[config.mk]
export PLATFORM = sky130hd
export DESIGN_NAME = gpu_bank_arbiter
export DESIGN_NICKNAME = d
export VERILOG_FILES = /design/src/rtl/gpu_bank_arbiter.sv
export SDC_FILE = /design/constraint.sdc
export NUM_CORES = 1
export LEC_CHECK = 0
export ABC_AREA = 1
export BUFFER_PORTS_ARGS = -buffer_cell sky130_fd_sc_hd__buf_2
export CORE_UTILIZATION = 45
export DETAILED_ROUTE_END_ITERATION = 7
export PLACE_DENSITY = 0.73
export SETUP_SLACK_MARGIN = 0.05
export SLEW_MARGIN = 20
export SYNTH_ARGS = -nofsm -noshare
export SYNTH_HDL_FRONTEND = slang
export SYNTH_SLANG_ARGS = --single-unit
[constraint.sdc]
create_clock -name clk -period 2.3 [get_ports clk]
set_input_delay 0.23 -clock clk [delete_from_list [all_inputs] [get_ports clk]]
set_output_delay 0.23 -clock clk [all_outputs]
set_load 0.01 [all_outputs]
[src/rtl/gpu_bank_arbiter.sv]
// Purpose : arbitrates per-warp operand reads (round-robin) against a capped-priority writeback
//           port for the banked vector register file, splitting same-bank operand pairs over two cycles.
// Latency : accept at cycle N -> bank op on registered outputs at N+1 (second half of a split at N+2).
// Backpr. : req_ready/wb_ready are combinational grants; no accept while a split read is in its first half.
// Ports   : clk/rst_n (sync active-low); req_valid/req_ready/req_src0/req_src1 per-warp read request;
//           wb_valid/wb_ready/wb_warp/wb_reg writeback request; read_bank/write_bank/bank_warp_num,
//           rd_en0/rd_en1/rd_addr0/rd_addr1/wr_addr bank controls; rd_done_valid/rd_done_warp read completion.
module gpu_bank_arbiter #(
  parameter int NUM_WARPS     = 4,
  parameter int WARP_W        = 2,
  parameter int REG_W         = 5,
  parameter int WB_STREAK_MAX = 3
) (
  input  logic                       clk,
  input  logic                       rst_n,
  input  logic [NUM_WARPS-1:0]       req_valid,
  output logic [NUM_WARPS-1:0]       req_ready,
  input  logic [NUM_WARPS*REG_W-1:0] req_src0,
  input  logic [NUM_WARPS*REG_W-1:0] req_src1,
  input  logic                       wb_valid,
  output logic                       wb_ready,
  input  logic [WARP_W-1:0]          wb_warp,
  input  logic [REG_W-1:0]           wb_reg,
  output logic                       read_bank,
  output logic                       write_bank,
  output logic [WARP_W-1:0]          bank_warp_num,
  output logic                       rd_en0,
  output logic                       rd_en1,
  output logic [REG_W-1:0]           rd_addr0,
  output logic [REG_W-1:0]           rd_addr1,
  output logic [REG_W-1:0]           wr_addr,
  output logic                       rd_done_valid,
  output logic [WARP_W-1:0]          rd_done_warp
);

  localparam int STREAK_W = $clog2(WB_STREAK_MAX + 1);

  typedef enum logic [1:0] {
    IDLE = 2'd0,
    RD   = 2'd1,
    RDC  = 2'd2,
    WR   = 2'd3
  } state_t;

  state_t              state_q, state_d;
  logic [WARP_W-1:0]   rr_ptr_q, rr_ptr_d;
  logic [STREAK_W-1:0] wb_streak_q, wb_streak_d;
  logic [REG_W-1:0]    pend_src1_q, pend_src1_d;
  logic                read_bank_q, read_bank_d;
  logic                write_bank_q, write_bank_d;
  logic [WARP_W-1:0]   bank_warp_num_q, bank_warp_num_d;
  logic                rd_en0_q, rd_en0_d;
  logic                rd_en1_q, rd_en1_d;
  logic [REG_W-1:0]    rd_addr0_q, rd_addr0_d;
  logic [REG_W-1:0]    rd_addr1_q, rd_addr1_d;
  logic [REG_W-1:0]    wr_addr_q, wr_addr_d;
  logic                rd_done_valid_q, rd_done_valid_d;
  logic [WARP_W-1:0]   rd_done_warp_q, rd_done_warp_d;

  logic [REG_W-1:0]    src0_arr [NUM_WARPS];
  logic [REG_W-1:0]    src1_arr [NUM_WARPS];
  logic [WARP_W-1:0]   winner;
  logic                any_req;
  logic                accept_win;
  logic                grant_wr;
  logic                grant_rd;
  logic [REG_W-1:0]    win_src0;
  logic [REG_W-1:0]    win_src1;

  always_comb begin
    for (int w = 0; w < NUM_WARPS; w++) begin
      src0_arr[w] = req_src0[w*REG_W +: REG_W];
      src1_arr[w] = req_src1[w*REG_W +: REG_W];
    end
  end

  // Round-robin search: first valid warp at or after rr_ptr, wrapping.
  always_comb begin
    logic [WARP_W-1:0] idx;
    winner  = '0;
    any_req = 1'b0;
    idx     = '0;
    for (int i = 0; i < NUM_WARPS; i++) begin
      idx = WARP_W'((int'(rr_ptr_q) + i) % NUM_WARPS);
      if (!any_req && req_valid[idx]) begin
        any_req = 1'b1;
        winner  = idx;
      end
    end
  end

  assign win_src0 = src0_arr[winner];
  assign win_src1 = src1_arr[winner];

  // The first half of a split read owns the next cycle, so no new accept then.
  assign accept_win = rst_n && (state_q != RDC);
  // Writeback wins unless it has already taken WB_STREAK_MAX grants in a row while reads wait.
  assign grant_wr   = accept_win && wb_valid &&
                      (!any_req || (wb_streak_q < STREAK_W'(WB_STREAK_MAX)));
  assign grant_rd   = accept_win && any_req && !grant_wr;

  always_comb begin
    req_ready = '0;
    if (grant_rd) req_ready[winner] = 1'b1;
  end
  assign wb_ready = grant_wr;

  always_comb begin
    state_d         = IDLE;
    rr_ptr_d        = rr_ptr_q;
    wb_streak_d     = wb_streak_q;
    pend_src1_d     = pend_src1_q;
    read_bank_d     = 1'b0;
    write_bank_d    = 1'b0;
    bank_warp_num_d = bank_warp_num_q;
    rd_en0_d        = 1'b0;
    rd_en1_d        = 1'b0;
    rd_addr0_d      = rd_addr0_q;
    rd_addr1_d      = rd_addr1_q;
    wr_addr_d       = wr_addr_q;
    rd_done_valid_d = 1'b0;
    rd_done_warp_d  = rd_done_warp_q;

    if (state_q == RDC) begin
      // Second half of a split read: operand 1 from the latched copy, same warp.
      state_d         = RD;
      read_bank_d     = 1'b1;
      rd_en1_d        = 1'b1;
      rd_addr1_d      = pend_src1_q;
      rd_done_valid_d = 1'b1;
      rd_done_warp_d  = bank_warp_num_q;
    end else if (grant_wr) begin
      state_d         = WR;
      write_bank_d    = 1'b1;
      wr_addr_d       = wb_reg;
      bank_warp_num_d = wb_warp;
      if (wb_streak_q < STREAK_W'(WB_STREAK_MAX)) wb_streak_d = wb_streak_q + STREAK_W'(1);
    end else if (grant_rd) begin
      read_bank_d     = 1'b1;
      rd_en0_d        = 1'b1;
      rd_addr0_d      = win_src0;
      bank_warp_num_d = winner;
      wb_streak_d     = '0;
      rr_ptr_d        = (winner == WARP_W'(NUM_WARPS - 1)) ? '0 : winner + WARP_W'(1);
      if (win_src0[1:0] != win_src1[1:0]) begin
        state_d         = RD;
        rd_en1_d        = 1'b1;
        rd_addr1_d      = win_src1;
        rd_done_valid_d = 1'b1;
        rd_done_warp_d  = winner;
      end else begin
        // Same bank: only one port can read it this cycle; hold operand 1 for the next.
        state_d     = RDC;
        pend_src1_d = win_src1;
      end
    end
  end

  always_ff @(posedge clk) begin
    if (!rst_n) begin
      state_q         <= IDLE;
      rr_ptr_q        <= '0;
      wb_streak_q     <= '0;
      pend_src1_q     <= '0;
      read_bank_q     <= 1'b0;
      write_bank_q    <= 1'b0;
      bank_warp_num_q <= '0;
      rd_en0_q        <= 1'b0;
      rd_en1_q        <= 1'b0;
      rd_addr0_q      <= '0;
      rd_addr1_q      <= '0;
      wr_addr_q       <= '0;
      rd_done_valid_q <= 1'b0;
      rd_done_warp_q  <= '0;
    end else begin
      state_q         <= state_d;
      rr_ptr_q        <= rr_ptr_d;
      wb_streak_q     <= wb_streak_d;
      pend_src1_q     <= pend_src1_d;
      read_bank_q     <= read_bank_d;
      write_bank_q    <= write_bank_d;
      bank_warp_num_q <= bank_warp_num_d;
      rd_en0_q        <= rd_en0_d;
      rd_en1_q        <= rd_en1_d;
      rd_addr0_q      <= rd_addr0_d;
      rd_addr1_q      <= rd_addr1_d;
      wr_addr_q       <= wr_addr_d;
      rd_done_valid_q <= rd_done_valid_d;
      rd_done_warp_q  <= rd_done_warp_d;
    end
  end

  assign read_bank     = read_bank_q;
  assign write_bank    = write_bank_q;
  assign bank_warp_num = bank_warp_num_q;
  assign rd_en0        = rd_en0_q;
  assign rd_en1        = rd_en1_q;
  assign rd_addr0      = rd_addr0_q;
  assign rd_addr1      = rd_addr1_q;
  assign wr_addr       = wr_addr_q;
  assign rd_done_valid = rd_done_valid_q;
  assign rd_done_warp  = rd_done_warp_q;

endmodule

==> metrics.md, run 1 <==
| Metric | Value |
|---|---|
| First-pass GRT wire length | `between 10 and 15 mm` |
| Slowest CP cell | `dfxtp_4` |
| Synth area leaders | `dfxtp_1, nand2_1, nand3_1` |
| Overall Power | `~6100 µW` |
| Synth cell count leaders | `nand2_1, nand3_1, inv_1` |
| Vias per cell | `4.904` |
| Fin nets | `542` |
| Post-synth EDFFs | `0` |
| Max-cap violations | `0` |
| Vias in the first global route | `between 2k and 2.5k` |
| Initial Util | `46.62%` |
| Crit-path cells | `buf_6 -> buf_6 -> nand2_4 -> nand3_4 -> nand2_4 -> nor2_4 -> nand4_1 -> nand2_4 -> inv_6 -> buf_6 -> ha_4 -> inv_2 -> nor2_2 -> buf_2` |
| Reg area | `688.2 µm²` |
| Total GRT Usage | `between 20% and 30%` |
| Mapped Cells | `371` |
| Dpl hpwl | `4.319 mm` |
| CP Data Arrival Time | `2130 ps` |
| Worst reg2reg endpoint | `rd_done_warp[0]` |
| Top_reg_cell synth | `dfxtp_1` |
| Final period util | `102.5%` |
| Synth Cell Area | `2366 µm²` |
| Clock slew at reported path FFs | `approximately 70 ps` |
| Failing checks | `setup timing` |
| 1st-pass router iterations | `4` |
| Leading area contributor after synthesis | `dfxtp_1` |
| Maximum vdd drop | `785.7 µV` |
| Worst-skew pair later-pin latency | `270 ps` |
| Type of the most critical hold path | `in2reg` |
| Antenna-violating nets left | `0` |
| Clk_skew | `7.678 ps` |
| Row count | `26` |
| Sum Neg Setup Slack | `-207.1 ps` |
| F_max | `0.4243 GHz` |
| P per Cell Area | `between 1500 and 2000 nW/µm²` |
| Inst Count DP | `518` |
| CP endpoint | `req_ready[3]` |
| Final Max Slew Viols | `0` |
| Initial DRC count | `149` |
| Netlist cell types | `29` |
| Actual slew at the worst max-slew pin | `around 300 ps` |
| Seq/Total Area, Yosys | `28.77%` |
| Final WL | `around 6.5 mm` |
| DRC Markers | `0` |
| Gpl congestion | `0.8308` |
| Flops & latches, synth | `34` |
| CTS tree | `built` |
| Final setup viols | `10` |
| Slew margin rel. | `about four fifths` |
| Worst setup SP type | `flop` |
| Critical path's largest stage delay | `370 ps` |
| Final WS setup | `-56.97 ps` |
| R2r startpoint | `rr_ptr_q[0]` |
| Critical Path Source | `rr_ptr_q[0]` |
| Initial antenna violation count | `0` |
| WS Path Type | `reg2out` |
| Worst reg2reg path depth | `20` |
| Worst Setup End Kind | `output port` |
| Synth-to-Final Area Change | `42.68%` |
| Core Region | `5075 µm²` |
| Routed len/inst | `11.70 µm` |
| ANT cells | `0` |
| Post-DP Area | `between 2000 and 3000 µm²` |
| Clk buf depth | `2` |
| Max FO, Critical Path | `6` |
| Fin crit period | `between 2000 and 2500 ps` |
| Largest net degree at the start of global routing | `22` |
| Status | `finished with violations` |
| Filler Cells Inserted | `~440` |
| Yosys Warn Count | `0` |
| Leak | `0.001824 µW` |
| Inserted Clock Buffers | `5` |
| Die area | `5552 µm²` |
| Mapped Nets | `430` |
| R2R Setup Slk | `-30 ps` |
| Non-filler cells, final | `around 550` |
| I/O Pins | `83` |
| Design area | `3376 µm²` |
| Overflow left after global routing | `0` |
| Die H | `74.51 µm` |
| Multi-input logic area | `~1600 µm²` |
| Number of port buffers | `82` |
| RSZ-0062 raised after global routing | `true` |
| Synth top area share | `28.77%` |
| Clk sinks | `34` |
| Ys async rst share | `0%` |
| Hold Vio Cnt, Final | `0` |
| Die W | `74.51 µm` |
| Cell with the most instances after synthesis | `nand2_1` |
| WP data required | `2070 ps` |
| Layout cells sized above 1 | `42.95%` |
| DR vias | `2,707` |
| Root Driver | `clkbuf_8` |
| H-tree depth | `2` |
| Finished Core Util | `66.52%` |
| Avg Cell Area, Syn | `6.377 µm²` |
power by group:
| group | total (µW) | switching, µW | internal [µW] |
|---|---|---|---|
| sequential | 891 | 105 | 786 |
| combinational | 4820 | 2830 | 1990 |
| clock | 427 | 196 | 231 |
| total | 6140 | 3130 | 3000 |
repair_timing:
item	CTS	global route
gates cloned	1	1
gates resized for setup	51	30
hold buffers	0	0
endpoints found under the setup margin	19	24
pin swaps	17	24
buffers inserted	20	7
logic make-up after synthesis:
family | Yosys count | synth area share, %
buffers and inverters | 67 | 14.12
adders and majority gates | 5 | 2.644
DFF | 34 | 28.77
AOI/OAI and AO/OA | 44 | 11.00
and+or+nand+nor | 221 | 43.47
worst min path at each step:
stage / startpoint / end / slack [ps] / depth (start not counted)
6_report: wb_reg[0] / wr_addr[0] / 150 / 3
4_1_cts: wb_reg[2] / wr_addr[2] / 140 / 3
5_1_grt: wb_reg[0] / wr_addr[0] / 160 / 3
3_3_place_gp: wb_reg[0] / wr_addr[0] / 430 / 3
2_1_floorplan: wb_reg[0] / wr_addr[0] / 340 / 2
3_5_place_dp: wb_reg[2] / wr_addr[2] / 430 / 3
flip-flops by register name (all words and copies together) (netlist names), 5 cells and up:
signal / flops
pend_src1_q: 5
rd_addr0: 5
rd_addr1: 5
wr_addr: 5
critical path: cells and delay by family (launching register included):
kind | cells | cell delay [ps]
flops | 1 | 370
simple gates | 7 | 720
buf+inv | 6 | 610
fa+ha+maj | 1 | 150
through the flow:
stage / hold WS [ps] / worst slack, ps
after floorplan: 340.6 / 215.4
after global placement: 425.6 / 1.856
after detailed placement: 428.3 / -44.26
after CTS: 143.4 / -11.35
after global routing: 159.8 / -178.7
final: 153.4 / -56.97
layout make-up:
cell class | instances | area share (%)
Sequential cell | 34 | 20.39
Multi-Input combinational cell | 271 | 46.29
Clock buffer | 6 | 2.446
Timing Repair Buffer | 121 | 22.28
Tap cell | 70 | 2.595
Inverter | 50 | 6.004
layout by cell type (no fill, tap or decap), types with 3 or more instances in the layout:
cell and instances:
nand3_4 6, ha_4 4, nand3_1 35, nor2_1 21, buf_2 82, a21oi_1 10
nand2_1 105, o21ai_0 14, buf_6 11, o221ai_1 3, nand4_1 6, dfxtp_1 32
clkbuf_8 6, nand3_2 12, o211ai_1 3, inv_2 8, nand2_2 25, a21oi_2 7
nor2_2 4, o21ai_1 5, inv_1 37, nand2_4 6, buf_4 27
routing by layer:
metal	vias up	track usage (%)	share of wire, %
met5	-	0	0
met4	0	3.774	0.15
met3	2	3.794	3.7
met2	75	42.24	53
met1	1227	27.98	43
li1	1403	-	-
No activity file was read; power rests on OpenSTA's default activity.
==> run 2, diff against run 1 <==
- CELL_PAD_IN_SITES_DETAIL_PLACEMENT: not set -> 1
- CELL_PAD_IN_SITES_GLOBAL_PLACEMENT: not set -> 1
- CORE_MARGIN: not set -> 2
- CORE_UTILIZATION: 45 -> 34
- PLACE_DENSITY: 0.73 -> not set
- PLACE_DENSITY_LB_ADDON: not set -> 0.1
==> metrics.md, run 2 (synthesis results as in run 1) <==
| Metric | Value |
|---|---|
| Fin nets | `558 (was 542)` |
| Vias per cell | `5.055 (was 4.904)` |
| Post-DP Area | `2883 µm² (was 2810 µm²)` |
| Final WS setup | `-166.9 ps (was -56.97 ps)` |
| Final Max Slew Viols | `0 (unchanged)` |
| DRC Markers | `0 (unchanged)` |
| Final WL | `9.234 mm (was 6.459 mm)` |
| Synth-to-Final Area Change | `57.11% (was 42.68%)` |
| Gpl congestion | `0.8123 (was 0.8308)` |
| Fin Hold WS | `147.7 ps (was 153.4 ps)` |
| CP Data Arrival Time | `2690 ps (was 2130 ps)` |
| WS Path Type | `reg2reg (was reg2out)` |
| Design area | `3717 µm² (was 3376 µm²)` |
| Inserted Clock Buffers | `5 (unchanged)` |
| Dpl hpwl | `5.569 mm (was 4.319 mm)` |
| Worst Setup End Kind | `flop (was output port)` |
| Final period util | `107.3% (was 102.5%)` |
| Family with the most delay on the worst path | `simple AND/OR/NAND/NOR gates (unchanged)` |
| RSZ-0062 raised after global routing | `true (unchanged)` |
| Antenna-violating nets left | `0 (unchanged)` |
| Die H | `87.42 µm (was 74.51 µm)` |
| Total GRT Usage | `22.23% (was 22.84%)` |
| Commonest non-fill, non-tap cell in the layout | `nand2_1 (unchanged)` |
| DR vias | `2,927 (was 2,707)` |
| Core Region | `6756 µm² (was 5075 µm²)` |
| Worst setup SP type | `flop (unchanged)` |
| Vias in the first global route | `2,937 (was 2,391)` |
| Hold Vio Cnt, Final | `0 (unchanged)` |
| Clock slew at reported path FFs | `70 ps (about the same)` |
| Initial Util | `35.02% (was 46.62%)` |
| Number of port buffers | `82 (unchanged)` |
| Clk buf depth | `2 (unchanged)` |
| H-tree depth | `2 (unchanged)` |
| Worst path most repeated cell | `nand2_2` |
| First-pass GRT wire length | `13.37 mm (was 10.08 mm)` |
| Initial antenna violation count | `0 (unchanged)` |
| P per Cell Area | `2013 nW/µm² (was 1819 nW/µm²)` |
| Critical path's largest stage delay | `340 ps (was 370 ps)` |
| Actual slew at the worst max-slew pin | `281.2 ps (was 306.3 ps)` |
| Initial DRC count | `127 (was 149)` |
| Die W | `87.42 µm (was 74.51 µm)` |
| Max-cap violations | `0 (unchanged)` |
| Leak | `0.001954 µW (was 0.001824 µW)` |
| I/O Pins | `83 (unchanged)` |
| Status | `finished with violations (unchanged)` |
| Clk sinks | `34 (unchanged)` |
| Worst-skew pair later-pin latency | `290 ps (was 270 ps)` |
| Worst path bufs/invs | `5 (was 6)` |
| Largest net degree at the start of global routing | `22 (unchanged)` |
| Overflow left after global routing | `0 (unchanged)` |
| Slew margin rel. | `81.18% (was 79.55%)` |
| F_max | `0.4054 GHz (was 0.4243 GHz)` |
| Fin crit period | `2467 ps (was 2357 ps)` |
| ANT cells | `0 (unchanged)` |
| Commonest cells after routing, fill and taps aside | `nand2_1, buf_2, nand2_2 (was nand2_1, buf_2, inv_1)` |
| Type of the most critical hold path | `in2reg (unchanged)` |
| CTS tree | `built (unchanged)` |
| Max FO, Critical Path | `6 (unchanged)` |
| WP data required | `2520 ps (was 2070 ps)` |
| Failing checks | `setup timing (unchanged)` |
| Routed len/inst | `15.95 µm (was 11.70 µm)` |
| 1st-pass router iterations | `4 (unchanged)` |
| Row count | `30 (was 26)` |
| Final setup viols | `19 (was 10)` |
| Root Driver | `clkbuf_8 (unchanged)` |
| Clk_skew | `6.625 ps (was 7.678 ps)` |
| Layout cells sized above 1 | `51.50% (was 42.95%)` |
| Die area | `7642 µm² (was 5552 µm²)` |
| Maximum vdd drop | `659.2 µV (was 785.7 µV)` |
| Slowest CP cell | `dfxtp_2 (was dfxtp_4)` |
| Crit-path cells | `buf_6 -> buf_6 -> nand2_2 -> nand2_2 -> nand2_2 -> nand2_2 -> nor2_4 -> nand3_4 -> buf_6 -> buf_4 -> nand3_2 -> nand2_2 -> nand2_1 -> nand2_2 -> nand2_2 -> nand2_4 -> buf_4 -> nand3_4 -> nand2_2 -> a21oi_2 (was buf_6 -> buf_6 -> nand2_4 -> nand3_4 -> nand2_4 -> nor2_4 -> nand4_1 -> nand2_4 -> inv_6 -> buf_6 -> ha_4 -> inv_2 -> nor2_2 -> buf_2)` |
## run 2: changes by cell type in the layout (fill, tap and decap cells not counted), moves of 3 or more
| cell | change |
|---|---|
| nand2_1 | -17 |
| o21ai_2 | +3 |
| nand3_1 | -12 |
| a21oi_1 | -4 |
| buf_6 | +3 |
| o21ai_0 | -6 |
| a21oi_2 | +4 |
| nand3_2 | +12 |
| nand2_2 | +15 |
| buf_4 | +10 |
| inv_2 | -3 |
| o21ai_1 | +3 |
## run 2: tightest hold or removal path, delay by kind of cell
family                 cells  cell delay [ps]
AND/OR/NAND/NOR            2               90
buffers and inverters      1               70
## run 2: through the flow
| step | setup TNS [ps] | setup WS [ps] | power [µW] | instances | util [%] |
|---|---|---|---|---|---|
| global placement | 0 | 27.09 | 4588 | 536 | 42.67 |
| finish | -1745 | -166.9 | 7483 | 579 | 55.02 |
| detailed placement | -316.0 | -60.26 | 4661 | 536 | 42.67 |
| CTS | -466.9 | -51.88 | 6430 | 571 | 50.44 |
| floorplan | 0 | 215.4 | 3701 | 371 | - |
| global route | -4777 | -301.1 | 8032 | 579 | 55.02 |
## run 2: area by class of cell
cell class | count | area [µm²]
timing repair buffer | 137 | 925.9
fill | 900 | 3039
clock buffer | 7 | 76.32
inverter | 50 | 225.2
multi-input combinational | 271 | 1707
tap | 80 | 100.1
sequential | 34 | 683.2
## run 2: worst paths after layout
path                     from  slack (ps)  cells after the start             end
hold reg to reg    wr_addr[3]         460                      2      wr_addr[3]
hold / removal      wb_reg[3]         150                      3      wr_addr[3]
setup reg to reg  rr_ptr_q[0]        -170                     20  pend_src1_q[1]
setup / recovery  rr_ptr_q[0]        -170                     20  pend_src1_q[1]
## run 2: layer usage
layer	up-vias	GRT usage, %	wire, µm
li1	1438	-	-
met5	-	0	0
met3	10	4.455	480
met4	0	6.154	110
met1	1384	24.86	3774
met2	95	42.08	4868
## run 2: power breakdown
| group | internal (µW) | switching (µW) | leakage (µW) |
|---|---|---|---|
| combinational | 2630 | 3540 | 0.00163 |
| clock | 208 | 207 | 0.0000383 |
| sequential | 781 | 117 | 0.000281 |
| total | 3620 | 3860 | 0.00195 |
## run 2: what timing repair did
action | in CTS | in global routing
setup buffers | 27 | 8
pin swaps | 24 | 38
resized for setup | 63 | 72
hold buffers | 0 | 0
endpoints found under the setup margin | 23 | 29
gates cloned | 1 | 0
==> run 3, diff against run 2 <==
- BUFFER_PORTS_ARGS: -buffer_cell sky130_fd_sc_hd__buf_2 -> not set
- CORE_UTILIZATION: 34 -> 43
- DONT_BUFFER_PORTS: not set -> 1
==> metrics.md, run 3 (synthesis results as in run 1) <==
| Metric | Value |
|---|---|
| Initial Util | `43.77% (was 35.02%)` |
| Crit-path cells | `buf_12 -> nand2_4 -> nand3_4 -> nand2_4 -> nor2_4 -> nand4_1 -> buf_6 -> buf_4 -> nand2_4 -> nand3_1 -> nand2_2 -> nand2_2 -> nand2_4 -> nand3_4 -> a21oi_2 -> nor2_1 (was buf_6 -> buf_6 -> nand2_2 -> nand2_2 -> nand2_2 -> nand2_2 -> nor2_4 -> nand3_4 -> buf_6 -> buf_4 -> nand3_2 -> nand2_2 -> nand2_1 -> nand2_2 -> nand2_2 -> nand2_4 -> buf_4 -> nand3_4 -> nand2_2 -> a21oi_2)` |
| R2r startpoint | `rr_ptr_q[0] (unchanged)` |
| Commonest cells after routing, fill and taps aside | `nand2_1, nand2_2, buf_4 (was nand2_1, buf_2, nand2_2)` |
| Initial antenna violation count | `0 (unchanged)` |
| Clock slew at reported path FFs | `80 ps (was 70 ps)` |
| Final WL | `11.24 mm (was 9.234 mm)` |
| Fin crit period | `2522 ps (was 2467 ps)` |
| Status | `finished with violations (unchanged)` |
| Worst reg2reg path depth | `16 (was 20)` |
| Multi-input logic area | `1873 µm² (was 1707 µm²)` |
| DRC Markers | `0 (unchanged)` |
| Final setup viols | `21 (was 19)` |
| Slew margin rel. | `72.78% (was 81.18%)` |
| Critical Path Stages | `16 (was 20)` |
| Clk_skew | `5.786 ps (was 6.625 ps)` |
| CP endpoint | `rd_addr1[4] (was pend_src1_q[1])` |
| First-pass GRT wire length | `13.59 mm (was 13.37 mm)` |
| Dpl hpwl | `5.244 mm (was 5.569 mm)` |
| Antenna-violating nets left | `0 (unchanged)` |
| ANT cells | `0 (unchanged)` |
| Final Max Slew Viols | `0 (unchanged)` |
| CTS tree | `built (unchanged)` |
| Clk buf depth | `2 (unchanged)` |
| Worst Setup End Kind | `flop (unchanged)` |
| Critical path's largest stage delay | `410 ps (was 340 ps)` |
| Overflow left after global routing | `0 (unchanged)` |
| Worst reg2reg endpoint | `rd_addr1[4] (was pend_src1_q[1])` |
| F_max | `0.3965 GHz (was 0.4054 GHz)` |
| Max FO, Critical Path | `8 (was 6)` |
| Hold Vio Cnt, Final | `0 (unchanged)` |
| Largest net degree at the start of global routing | `23 (was 22)` |
| Failing checks | `setup timing (unchanged)` |
| Row count | `27 (was 30)` |
| Final period util | `109.7% (was 107.3%)` |
| Type of the most critical hold path | `in2reg (unchanged)` |
| Synth-to-Final Area Change | `49.87% (was 57.11%)` |
| Number of port buffers | `0 (was 82)` |
| Clk sinks | `34 (unchanged)` |
| Fin nets | `483 (was 558)` |
| Final WS setup | `-222.1 ps (was -166.9 ps)` |
| Actual slew at the worst max-slew pin | `405.8 ps (was 281.2 ps)` |
| RSZ-0062 raised after global routing | `true (unchanged)` |
| Family with the most delay on the worst path | `simple AND/OR/NAND/NOR gates (unchanged)` |
| Total GRT Usage | `28.32% (was 22.23%)` |
| Initial DRC count | `133 (was 127)` |
| Vias per cell | `5.781 (was 5.055)` |
| Routed len/inst | `22.62 µm (was 15.95 µm)` |
| Max-cap violations | `0 (unchanged)` |
| Hold Buf Count CTS | `0 (unchanged)` |
| Layout cells sized above 1 | `46.12% (was 51.50%)` |
| Worst Setup Slack post-DPL | `-198.8 ps (was -60.26 ps)` |
| Root Driver | `clkbuf_8 (unchanged)` |
| Inserted Clock Buffers | `5 (unchanged)` |
| WP data required | `2480 ps (was 2520 ps)` |
| Worst path most repeated cell | `nand2_4 (was nand2_2)` |
| H-tree depth | `2 (unchanged)` |
| CP Data Arrival Time | `2700 ps (was 2690 ps)` |
| Filler Cells Inserted | `668 (was 900)` |
| Die W | `78.18 µm (was 87.42 µm)` |
| Worst setup SP type | `flop (unchanged)` |
| Critical Path Source | `rr_ptr_q[0] (unchanged)` |
| Slowest CP cell | `dfxtp_4 (was dfxtp_2)` |
| R2R Setup Slk | `-220 ps (was -170 ps)` |
| Die area | `6111 µm² (was 7642 µm²)` |
| Commonest non-fill, non-tap cell in the layout | `nand2_1 (unchanged)` |
| DR vias | `2,873 (was 2,927)` |
| Worst-skew pair later-pin latency | `290 ps (about the same)` |
| WS Path Type | `reg2reg (unchanged)` |
| Gpl congestion | `0.8239 (was 0.8123)` |
| Core Region | `5405 µm² (was 6756 µm²)` |
| Die H | `78.18 µm (was 87.42 µm)` |
| Worst path bufs/invs | `3 (was 5)` |
| 1st-pass router iterations | `4 (unchanged)` |
| I/O Pins | `83 (unchanged)` |
| Vias in the first global route | `2,788 (was 2,937)` |
| Reg area | `688.2 µm² (was 683.2 µm²)` |
==> run 3: stage by stage <==
stage	utilization [%]	setup TNS, ps	instance area, µm²	std cells	hold WS (ps)
floorplan	-	0	2366	371	340.6
global placement	46.30	-499.2	2502	448	331.6
detailed placement	46.30	-2914	2502	448	338.2
CTS	56.64	-153.9	3062	480	37.97
global route	65.60	-5628	3546	497	46.25
finish	65.60	-2759	3546	497	46.51
==> run 3: what timing repair did <==
action	CTS	global route
pin swaps	32	44
resized for setup	77	97
gates cloned	3	2
setup endpoints to repair	30	30
setup buffers	21	16
==> run 3: metal layers <==
| layer | part of all wire, % | up-vias | routed length, µm | GRT usage [%] |
|---|---|---|---|---|
| li1 | - | 1293 | - | - |
| met1 | 39 | 1392 | 4400 | 33.21 |
| met2 | 50 | 142 | 5674 | 50.34 |
| met3 | 5.8 | 46 | 652 | 7.241 |
| met4 | 4.6 | 0 | 517 | 9.123 |
| met5 | 0 | - | 0 | 0 |
==> run 3: area by class of cell <==
type                    instances  share of cell area, %
inverters                      50                  6.422
clock inverters                 1                 0.1411
multi-input cells             273                  52.82
repair inverters                1                 0.1764
well taps                      72                  2.541
flip-flops and latches         34                  19.41
repair buffers                 59                  16.06
clock buffers                   7                  2.435
==> run 3: how the worst min path moves through the flow <==
stage / start / end / slack (ps) / cells past startpoint
after global placement: rst_n / bank_warp_num[0] / 330 / 2
after global routing: wb_reg[4] / wr_addr[4] / 50 / 2
final: wb_reg[0] / wr_addr[0] / 50 / 2
after detailed placement: rst_n / bank_warp_num[1] / 340 / 2
after floorplan: wb_reg[0] / wr_addr[0] / 340 / 2
after CTS: rst_n / bank_warp_num[1] / 40 / 2
Power of run 3 is left out: the tool's default activity adds up to more than one toggle a clock period on the data nets, which glitch-free logic cannot reach.
